<file path="src/rtl/an_ord_gen.sv">
// Auto-negotiation configuration ordered-set generator (/C1/ /C2/ bursts, trailing idles)
// at code-group level for the 1000BASE-X / SGMII transmit path.
module an_ord_gen #(
  parameter int unsigned COUNT_W   = 8,
  parameter int unsigned IDLE_W    = 8,
  parameter int unsigned ACK_AFTER = 3
) (
  input  logic               clock,
  input  logic               reset_n,
  input  logic               start,
  input  logic               stop,
  input  logic [COUNT_W-1:0] count,
  input  logic [IDLE_W-1:0]  idle_count,
  input  logic [15:0]        cfg,
  input  logic               ack_en,
  output logic [7:0]         tx_data,
  output logic               tx_k,
  output logic               tx_valid,
  output logic               busy,
  output logic               done,
  output logic [COUNT_W-1:0] sets_sent
);

  localparam int unsigned GRP_W = 8;
  localparam logic [GRP_W-1:0] K28_5 = 8'hBC;
  localparam logic [GRP_W-1:0] D21_5 = 8'hB5;
  localparam logic [GRP_W-1:0] D2_2  = 8'h42;
  localparam logic [GRP_W-1:0] D5_6  = 8'hC5;
  localparam logic [GRP_W-1:0] D16_2 = 8'h50;

  typedef enum logic [1:0] {S_IDLE, S_CFG, S_TAIL, S_DONE} state_t;

  state_t             state_q, state_n;
  logic [1:0]         pos_q, pos_n;       // group index within the set currently on the wire
  logic               phase_q, phase_n;   // 0 = /C1/, 1 = /C2/
  logic               ack_q, ack_n;
  logic               stop_q, stop_n;
  logic [15:0]        cfg_q, cfg_n;
  logic               ack_en_q, ack_en_n;
  logic [COUNT_W-1:0] count_q, count_n;
  logic [COUNT_W-1:0] sets_q, sets_n;
  logic [IDLE_W-1:0]  idle_q, idle_n;
  logic [IDLE_W-1:0]  tail_q, tail_n;
  logic               busy_n;
  logic               done_n;
  logic               k_n;
  logic [GRP_W-1:0]   data_n;
  logic               accept_c;
  logic               set_end_c;

  // State and output registers
  always_ff @(posedge clock or negedge reset_n) begin
    if (!reset_n) begin
      state_q   <= S_IDLE;
      pos_q     <= 2'd1;
      phase_q   <= 1'b0;
      ack_q     <= 1'b0;
      stop_q    <= 1'b0;
      cfg_q     <= '0;
      ack_en_q  <= 1'b0;
      count_q   <= '0;
      sets_q    <= '0;
      idle_q    <= '0;
      tail_q    <= '0;
      tx_data   <= '0;
      tx_k      <= 1'b0;
      tx_valid  <= 1'b0;
      busy      <= 1'b0;
      done      <= 1'b0;
    end else begin
      state_q   <= state_n;
      pos_q     <= pos_n;
      phase_q   <= phase_n;
      ack_q     <= ack_n;
      stop_q    <= stop_n;
      cfg_q     <= cfg_n;
      ack_en_q  <= ack_en_n;
      count_q   <= count_n;
      sets_q    <= sets_n;
      idle_q    <= idle_n;
      tail_q    <= tail_n;
      tx_data   <= data_n;
      tx_k      <= k_n;
      tx_valid  <= 1'b1;
      busy      <= busy_n;
      done      <= done_n;
    end
  end

  assign sets_sent = sets_q;

  // Next-state, latching and next-output logic
  always_comb begin
    state_n   = state_q;
    pos_n     = pos_q;
    phase_n   = phase_q;
    ack_n     = ack_q;
    stop_n    = stop_q;
    cfg_n     = cfg_q;
    ack_en_n  = ack_en_q;
    count_n   = count_q;
    sets_n    = sets_q;
    idle_n    = idle_q;
    tail_n    = tail_q;
    busy_n    = busy;
    done_n    = 1'b0;
    k_n       = 1'b0;
    data_n    = '0;
    accept_c  = (state_q == S_IDLE) && !busy && start;
    set_end_c = 1'b0;

    case (state_q)
      S_IDLE: begin
        if (accept_c) begin
          cfg_n    = cfg;
          ack_en_n = ack_en;
          count_n  = count;
          idle_n   = idle_count;
          sets_n   = '0;
          stop_n   = 1'b0;
          busy_n   = 1'b1;
        end else if (busy) begin
          stop_n = stop_q | stop;
        end
        // A pending burst enters CFG only on an idle-pair boundary
        if ((accept_c || busy) && (pos_q == 2'd1)) begin
          state_n = S_CFG;
          pos_n   = 2'd0;
          phase_n = 1'b0;
          ack_n   = cfg_n[14] | (ack_en_n && (32'(sets_n) >= 32'(ACK_AFTER)));
        end else begin
          pos_n = {1'b0, ~pos_q[0]};
        end
      end

      S_CFG: begin
        stop_n = stop_q | stop;
        if (pos_q == 2'd3) begin
          set_end_c = stop_q || stop || ((count_q != '0) && (sets_q >= count_q));
          pos_n     = 2'd0;
          if (set_end_c) begin
            if (idle_q == '0) begin
              state_n = S_DONE;
            end else begin
              state_n = S_TAIL;
              tail_n  = idle_q;
            end
          end else begin
            phase_n = ~phase_q;
            ack_n   = cfg_q[14] | (ack_en_q && (32'(sets_q) >= 32'(ACK_AFTER)));
          end
        end else begin
          pos_n = 2'(pos_q + 2'd1);
          if (pos_n == 2'd3 && sets_q != '1) begin
            sets_n = sets_q + COUNT_W'(1);
          end
        end
      end

      S_TAIL: begin
        if (pos_q == 2'd0) begin
          pos_n = 2'd1;
        end else if (tail_q == IDLE_W'(1)) begin
          state_n = S_DONE;
          pos_n   = 2'd0;
        end else begin
          pos_n  = 2'd0;
          tail_n = tail_q - IDLE_W'(1);
        end
      end

      S_DONE: begin
        state_n = S_IDLE;
        pos_n   = 2'd1;
      end

      default: begin
        state_n = S_IDLE;
        pos_n   = 2'd1;
      end
    endcase

    if (state_n == S_DONE) begin
      busy_n = 1'b0;
      done_n = 1'b1;
    end

    // Group that will be on the wire next cycle
    k_n = (pos_n == 2'd0);
    case (state_n)
      S_CFG: begin
        case (pos_n)
          2'd0:    data_n = K28_5;
          2'd1:    data_n = phase_n ? D2_2 : D21_5;
          2'd2:    data_n = cfg_n[7:0];
          default: data_n = {cfg_n[15], ack_n, cfg_n[13:8]};
        endcase
      end
      S_TAIL: begin
        if (pos_n == 2'd0) data_n = K28_5;
        else               data_n = (tail_n == idle_n) ? D5_6 : D16_2;
      end
      default: begin
        data_n = (pos_n == 2'd0) ? K28_5 : D16_2;
      end
    endcase
  end

endmodule

</file>
<file path="config.mk">
export PLATFORM = sky130hd
export DESIGN_NAME = an_ord_gen
export DESIGN_NICKNAME = d
export VERILOG_FILES = /design/src/rtl/an_ord_gen.sv
export SDC_FILE = /design/constraint.sdc
export NUM_CORES = 1
export LEC_CHECK = 0
export ABC_AREA = 0
export CAP_MARGIN = 25
export CORE_ASPECT_RATIO = 1.2
export CORE_MARGIN = 5
export CORE_UTILIZATION = 40
export CTS_BUF_LIST = sky130_fd_sc_hd__clkbuf_8
export DETAILED_ROUTE_END_ITERATION = 10
export GPL_TIMING_DRIVEN = 0
export SETUP_SLACK_MARGIN = 0.15
export SYNTH_ARGS = -nofsm -noshare
export SYNTH_HDL_FRONTEND = slang
export SYNTH_SLANG_ARGS = --single-unit
</file>
<file path="constraint.sdc">
create_clock -name clock -period 4.3 [get_ports clock]
set_input_delay 0.86 -clock clock [delete_from_list [all_inputs] [get_ports clock]]
set_output_delay 0.86 -clock clock [all_outputs]
set_load 0.01 [all_outputs]
</file>
# After elaboration in Yosys (flattened, before gate mapping)
# Index checks and enable logic that the tools add are counted.
classes:
  n_addsub: 3
  multipliers: 0
  n_div: 0
  n_lt_le_gt_ge: 3
  eq_ne: 17
  n_shift: 0
  mux: 50
  n_bitwise: 5
  n_reduce_logical: 23
ops:
  columns: ["cell", "n"]
  rows:
  - ["$mux 8", 15]
  - ["$mux 16", 3]
  - ["$pmux 8 s2", 3]
  - ["$pmux 8 s3", 1]
  - ["$mux 1", 17]
  - ["$ge 8x2->1 const B", 2]
  - ["$pmux 2 s4", 2]
  - ["$eq 2x2->1 const B", 7]
  - ["$mux 2", 6]
  - ["$add 8x1->8 const B", 1]
  - ["$eq 2x1->1 const B", 4]
  - ["$eq 8x1->1 const B", 1]
  - ["$eq 8x8->1", 1]
  - ["$ge 8x8->1", 1]
  - ["$logic_not 8->1", 1]
  - ["$ne 8x8->1 const B", 1]
  - ["$reduce_bool 8->1", 1]
  - ["$sub 8x1->8 const B", 1]
  - ["$logic_and 1x1->1", 7]
  - ["$logic_not 2->1", 3]
  - ["$pmux 1 s2", 3]
  - ["$reduce_and 2->1", 3]
  - ["$reduce_bool 2->1", 3]
  - ["$ne 2x2->1 const B", 2]
  - ["other kinds (7)", 12]
word_totals:
  register_bits: 68
  latch_bits: 0
  mem_bits_rw: 0
  romBits: 0
  inputBits: 37
  out_inout_bits: 20
  word_cells: 118
  mem_count: 0

# Longest topological paths before layout
# Gate-level depths: netlist of run 1.
depth:
  depth_word: 12
  mapped_depth: 17
  mapped_depth_nobuf: 16

# Worst setup path before layout of run 1
# Ideal clock, no wire load.
synth_path:
  path_kind: "reg2reg"
  start: "register sets_q[0] (netlist: sets_sent[0])"
  end: "register tx_data[5]"
  setup_ps: 129
  arrival_time_ps: 3357
  required_time_ps: 4171
  slack_ps: 813
  stages_incl_launch_ff: 18
  n_path_buf: 2
  synth_period_minus_slack_ps: 3487
  path_cell_list: "dfrtp_1 inv_1 ha_1 nand2b_1 a2111oi_2 o32ai_2 buf_6 o21ai_0 nor2_1 a21oi_1 o21ai_0 o21ai_0 ha_1 clkdlybuf4s25_2 nor2_1 nor2_1 a21oi_1 o32ai_1"
synth_via:
  elab_chain_cells: 9
  elab_cells_between_ends: 14
  classes_between: "1 x order compare; 2 x eq/ne; 9 x mux; 2 x reduce/logical"
synth_rtl:
  columns: ["element", "line", "text"]
  rows:
  - ["from (decl)", "41", "logic [COUNT_W-1:0] sets_q, sets_n;"]
  - ["from (signal assigned)", "79", "sets_q <= sets_n;"]
  - ["$ge 8x8->1 *", "139", "set_end_c = stop_q || stop || ((count_q != '0) && (sets_q >= count_q));"]
  - ["$logic_and 1x1->1 *", "139", null]
  - ["$logic_or 1x1->1 *", "139", null]
  - ["$mux 1", "141", "if (set_end_c) begin"]
  - ["$mux 1", "138", "if (pos_q == 2'd3) begin"]
  - ["$pmux 1 s2", "112", "case (state_q)"]
  - ["$mux 8", "194", "2'd1: data_n = phase_n ? D2_2 : D21_5;"]
  - ["$pmux 8 s3", "192", "case (pos_n)"]
  - ["$pmux 8 s2 *", "190", "case (state_n)"]
  - ["named net data_n[5]", "47", "logic [GRP_W-1:0] data_n;"]
  - ["to (signal assigned)", "82", "tx_data <= data_n;"]
  - ["to (decl)", "16", "output logic [7:0] tx_data,"]
# Mark *: on every way through the listed nets, which the timed path passes. The rest lies on a longest branch.
# A chain may end at the register's enable or synchronous reset.

# Worst setup path after layout of run 1
layout_path:
  start: "register sets_q[7] (netlist: sets_sent[7])"
  end: "register tx_data[7]"
layout_via:
  elab_chain_cells: 10
  elab_cells_between_ends: 20
  classes_between: "1 x order compare; 3 x eq/ne; 14 x mux; 2 x reduce/logical"
layout_rtl:
  columns: ["element", "line", "text"]
  rows:
  - ["$ge 8x8->1 *", "139", null]
  - ["$logic_and 1x1->1 *", "139", null]
  - ["$logic_or 1x1->1 *", "139", null]
  - ["$mux 8", "141", null]
  - ["$mux 8", "138", null]
  - ["$pmux 8 s2", "112", null]
  - ["$eq 8x8->1", "201", "else data_n = (tail_n == idle_n) ? D5_6 : D16_2;"]
  - ["$mux 8", "201", null]
  - ["$mux 8", "200", "if (pos_n == 2'd0) data_n = K28_5;"]
  - ["$pmux 8 s2 *", "190", null]
  - ["named net data_n[7]", "47", null]
# Marks and branches as above.

==> impl_metrics.tcl, run 1 <==
set metrics [dict create \
    antenna_cells 0 \
    reg2reg_depth 15 \
    fin_crit_ps 3840 \
    post_cts_buffers 0 \
    cp_cell_sequence "ha_1 -> and3_1 -> nand2_1 -> o32ai_2 -> buf_6 -> o21ai_1 -> nor2_1 -> a21oi_1 -> o21ai_0 -> o21ai_1 -> ha_1 -> clkdlybuf4s25_2 -> nand2b_1 -> a211o_1 -> nand3_1" \
    drv_cap 0 \
    seqPwrFrac_pct 27.9 \
    place_area_um2 4770 \
    ir_worst_vdd_v 0.000318 \
    ys.flop_type "dfrtp_1" \
    total_power_w 0.00423 \
    layout_commonest_cell "nand2_1" \
    async_reset_ff_share_pct 100 \
    hp-class "register to register" \
    clkPwrFrac_pct 12.8 \
    cts.clk_slew.worst_paths_ps 80 \
    hpwl_um 8170 \
    overflow 0 \
    p_int_w 0.00226 \
    wl_per_cell_um 16.7 \
    design_area_um2 4990 \
    clock_latency_ps 350 \
    synth-edff-count 0 \
    synth_seq_cells 68 \
    max_stage_delay_ps 570 \
    cts_max_level 3 \
    grt_max_degree 69 \
    swShare_pct 46.4 \
    max-slew-margin-rel_pct 41.9 \
    drt_iter0_markers 144 \
    cts-root-buf "clkbuf_8" \
    yosysWarnings 0 \
    cp.arrival_ps 4120 \
    ys_seq_area_share_pct 42.0 \
    numCtsBuffers 9 \
    netlist_instances 459 \
    final_cell_mix "nand2_1 (101), dfrtp_1 (67), clkdlybuf4s50_1 (55), o21ai_0 (32), inv_1 (29)" \
    hold_violations 0 \
    synth.net_count 519 \
    r2r_slack_ps 460 \
    port-buffer-count 56 \
    hold_start "cfg_q[6]" \
    p_sw_w 0.00196 \
    vias 3642 \
    holdPathEnd "cfg_q[6]" \
    fp-row-count 40 \
    clock-sinks 68 \
    antenna_found_initial 0 \
    die_w_um 102 \
    start_util_pct 40.7 \
    gp_congestion 0.880 \
    core-area_um2 9960 \
    worst-setup-path-type "register to register" \
    wl_um 11000 \
    worstPathRequired_ps 4580 \
    synth_area_per_cell_um2 8.83 \
    ys_types 73 \
    dieArea_um2 12200 \
    setup-violations-final 0 \
    post-route-period-util_pct 89.4 \
    grt_use_total_pct 19.0 \
    viasPerCell 5.54 \
    worst_pin_slew_ps 871 \
    cp-end-kind "register" \
    grt_pass1_vias 3628 \
    ant_nets 0 \
    finalHoldWorstSlack_ps 483 \
    ioPinCount 57 \
    whs_path_depth 2 \
    status "finished, final reports clean" \
    final.setup.tns_ps 0 \
    utilization_pct 50.1 \
    worst_r2r_startpoint "sets_sent[7]" \
    r2r_end "tx_data[7]" \
    pwr_density_cell_nw_per_um2 847 \
    syn_to_final_growth_pct 23.2 \
    drv_slew 0 \
    grt_pass1_wl_um 18400 \
    start_kind "register" \
    synth_area_um2 4050 \
    p_leak_nw 2.22 \
    chipHeight_um 120 \
    clock_path_buffers 2 \
    rsz0062_at_grt "false" \
    cts_tree "done" \
    drt_drc_violations_left 0 \
    crit_fanout 10 \
    drt_pre_antenna_iters 5 \
    critPathSlowestCell "o32ai_2" \
    finClkSkew_ps 4.73 \
    combPwrFrac_pct 59.3 \
    drive_above_1_share_pct 7.91 \
    nNetsFinal 586 \
    max_freq_mhz 260 \
]
critical path, delay by kind of cell, from the launching register on:
family / cells / cell delay (ps)
adders and majority gates: 2 / 650
DFF: 1 / 480
AOI/OAI and AO/OA: 6 / 1280
buffers and inverters: 2 / 580
and+or+nand+nor: 5 / 790
state kept, by name, summed over array words and instances, names as in the netlist:
name       flops
sets_sent      8
tx_k           1
pos_q          2
stop_q         1
done           1
tail_q         8
count_q        8
ack_q          1
tx_valid       1
idle_q         8
state_q        2
phase_q        1
busy           1
tx_data        8
cfg_q         16
ack_en_q       1
synth_stat cells (all sizes together), types with 5 or more instances:
cell type	count	area, um2
a21oi	16	80.1
and3	11	68.8
mux2i	12	120
inv	29	109
clkbuf	15	57.6
nand2b	5	31.3
xnor2	8	70.1
dfrtp	67	1680
nor3	8	40.0
ha	23	288
nor2	26	100
nor4	5	46.3
o21ai	34	170
nand2	101	379
a31oi	6	37.5
nand3	12	60.1
layer usage:
layer	vias to the layer above	track usage [%]	share of wire (%)
met5	-	0	0
met4	0	8.12	2.8
met3	22	2.65	3.9
met2	109	31.1	50
met1	1765	25.0	43
li1	1746	-	-
layout make-up:
type / count / area [um2]
buffer: 19 / 97.6
multi-input combinational: 342 / 2160
clock inverter: 6 / 63.8
sequential: 68 / 1700
timing repair buffer: 56 / 558
clock buffer: 10 / 138
inverter: 30 / 113
tap: 126 / 158
fill: 981 / 4970
worst max-delay path by stage:
stage	start	endpoint	cells past startpoint
after floorplan	sets_sent[0]	tx_data[5]	17
after global placement	reset_n	cfg_q[7]	1
final	sets_sent[7]	tx_data[7]	15
after detailed placement	start	tx_data[3]	12
after CTS	sets_sent[7]	tx_data[3]	16
after global routing	sets_sent[0]	tx_data[5]	17
metrics by stage:
stage,setup slack (ps),instances
finish,457,657
floorplan,813,459
CTS,268,657
global route,160,657
detailed placement,86.8,641
global placement,-62.2,641
timing repair:
item / CTS / global route
resized for setup: 0 / 6
setup endpoints to repair: 0 / 7
hold buffers: 0 / 0
power groups by stage:
stage                     logic [W]  registers, W  clock network [W]
after floorplan             0.00171       0.00115                  0
after global placement      0.00241       0.00118                  0
after detailed placement    0.00243       0.00119                  0
after CTS                   0.00245       0.00118           0.000554
after global routing        0.00279       0.00122           0.000587
final                       0.00251       0.00118           0.000542
logic make-up (layout without fill, tap and decap cells):
group	Yosys count	count (layout)	share of synthesized area, %
simple gates	193	193	22.8
compound gates	104	104	17.9
flops	68	68	42.0
buf+inv	49	121	5.19
fa+ha+maj	23	23	7.10
mux	12	12	2.96
xor+xnor	9	9	1.95
other cells	1	1	0.0926
Power figures use the tool's default switching activity.
==> run 2: changes to the inputs <==
==> constraint.sdc (replaced) <==
create_clock -name clock -period 4.3 [get_ports clock]
set_input_delay 0.43 -clock clock [delete_from_list [all_inputs] [get_ports clock]]
set_output_delay 0.43 -clock clock [all_outputs]
set_load 0.01 [all_outputs]
==> results of run 2 <==
Same layout as run 1 (identical final DEF). Status: finished, final reports clean.
Main changes from that run: setup slack after placement 86.8 ps -> 313 ps; hold slack 483 ps -> 185 ps
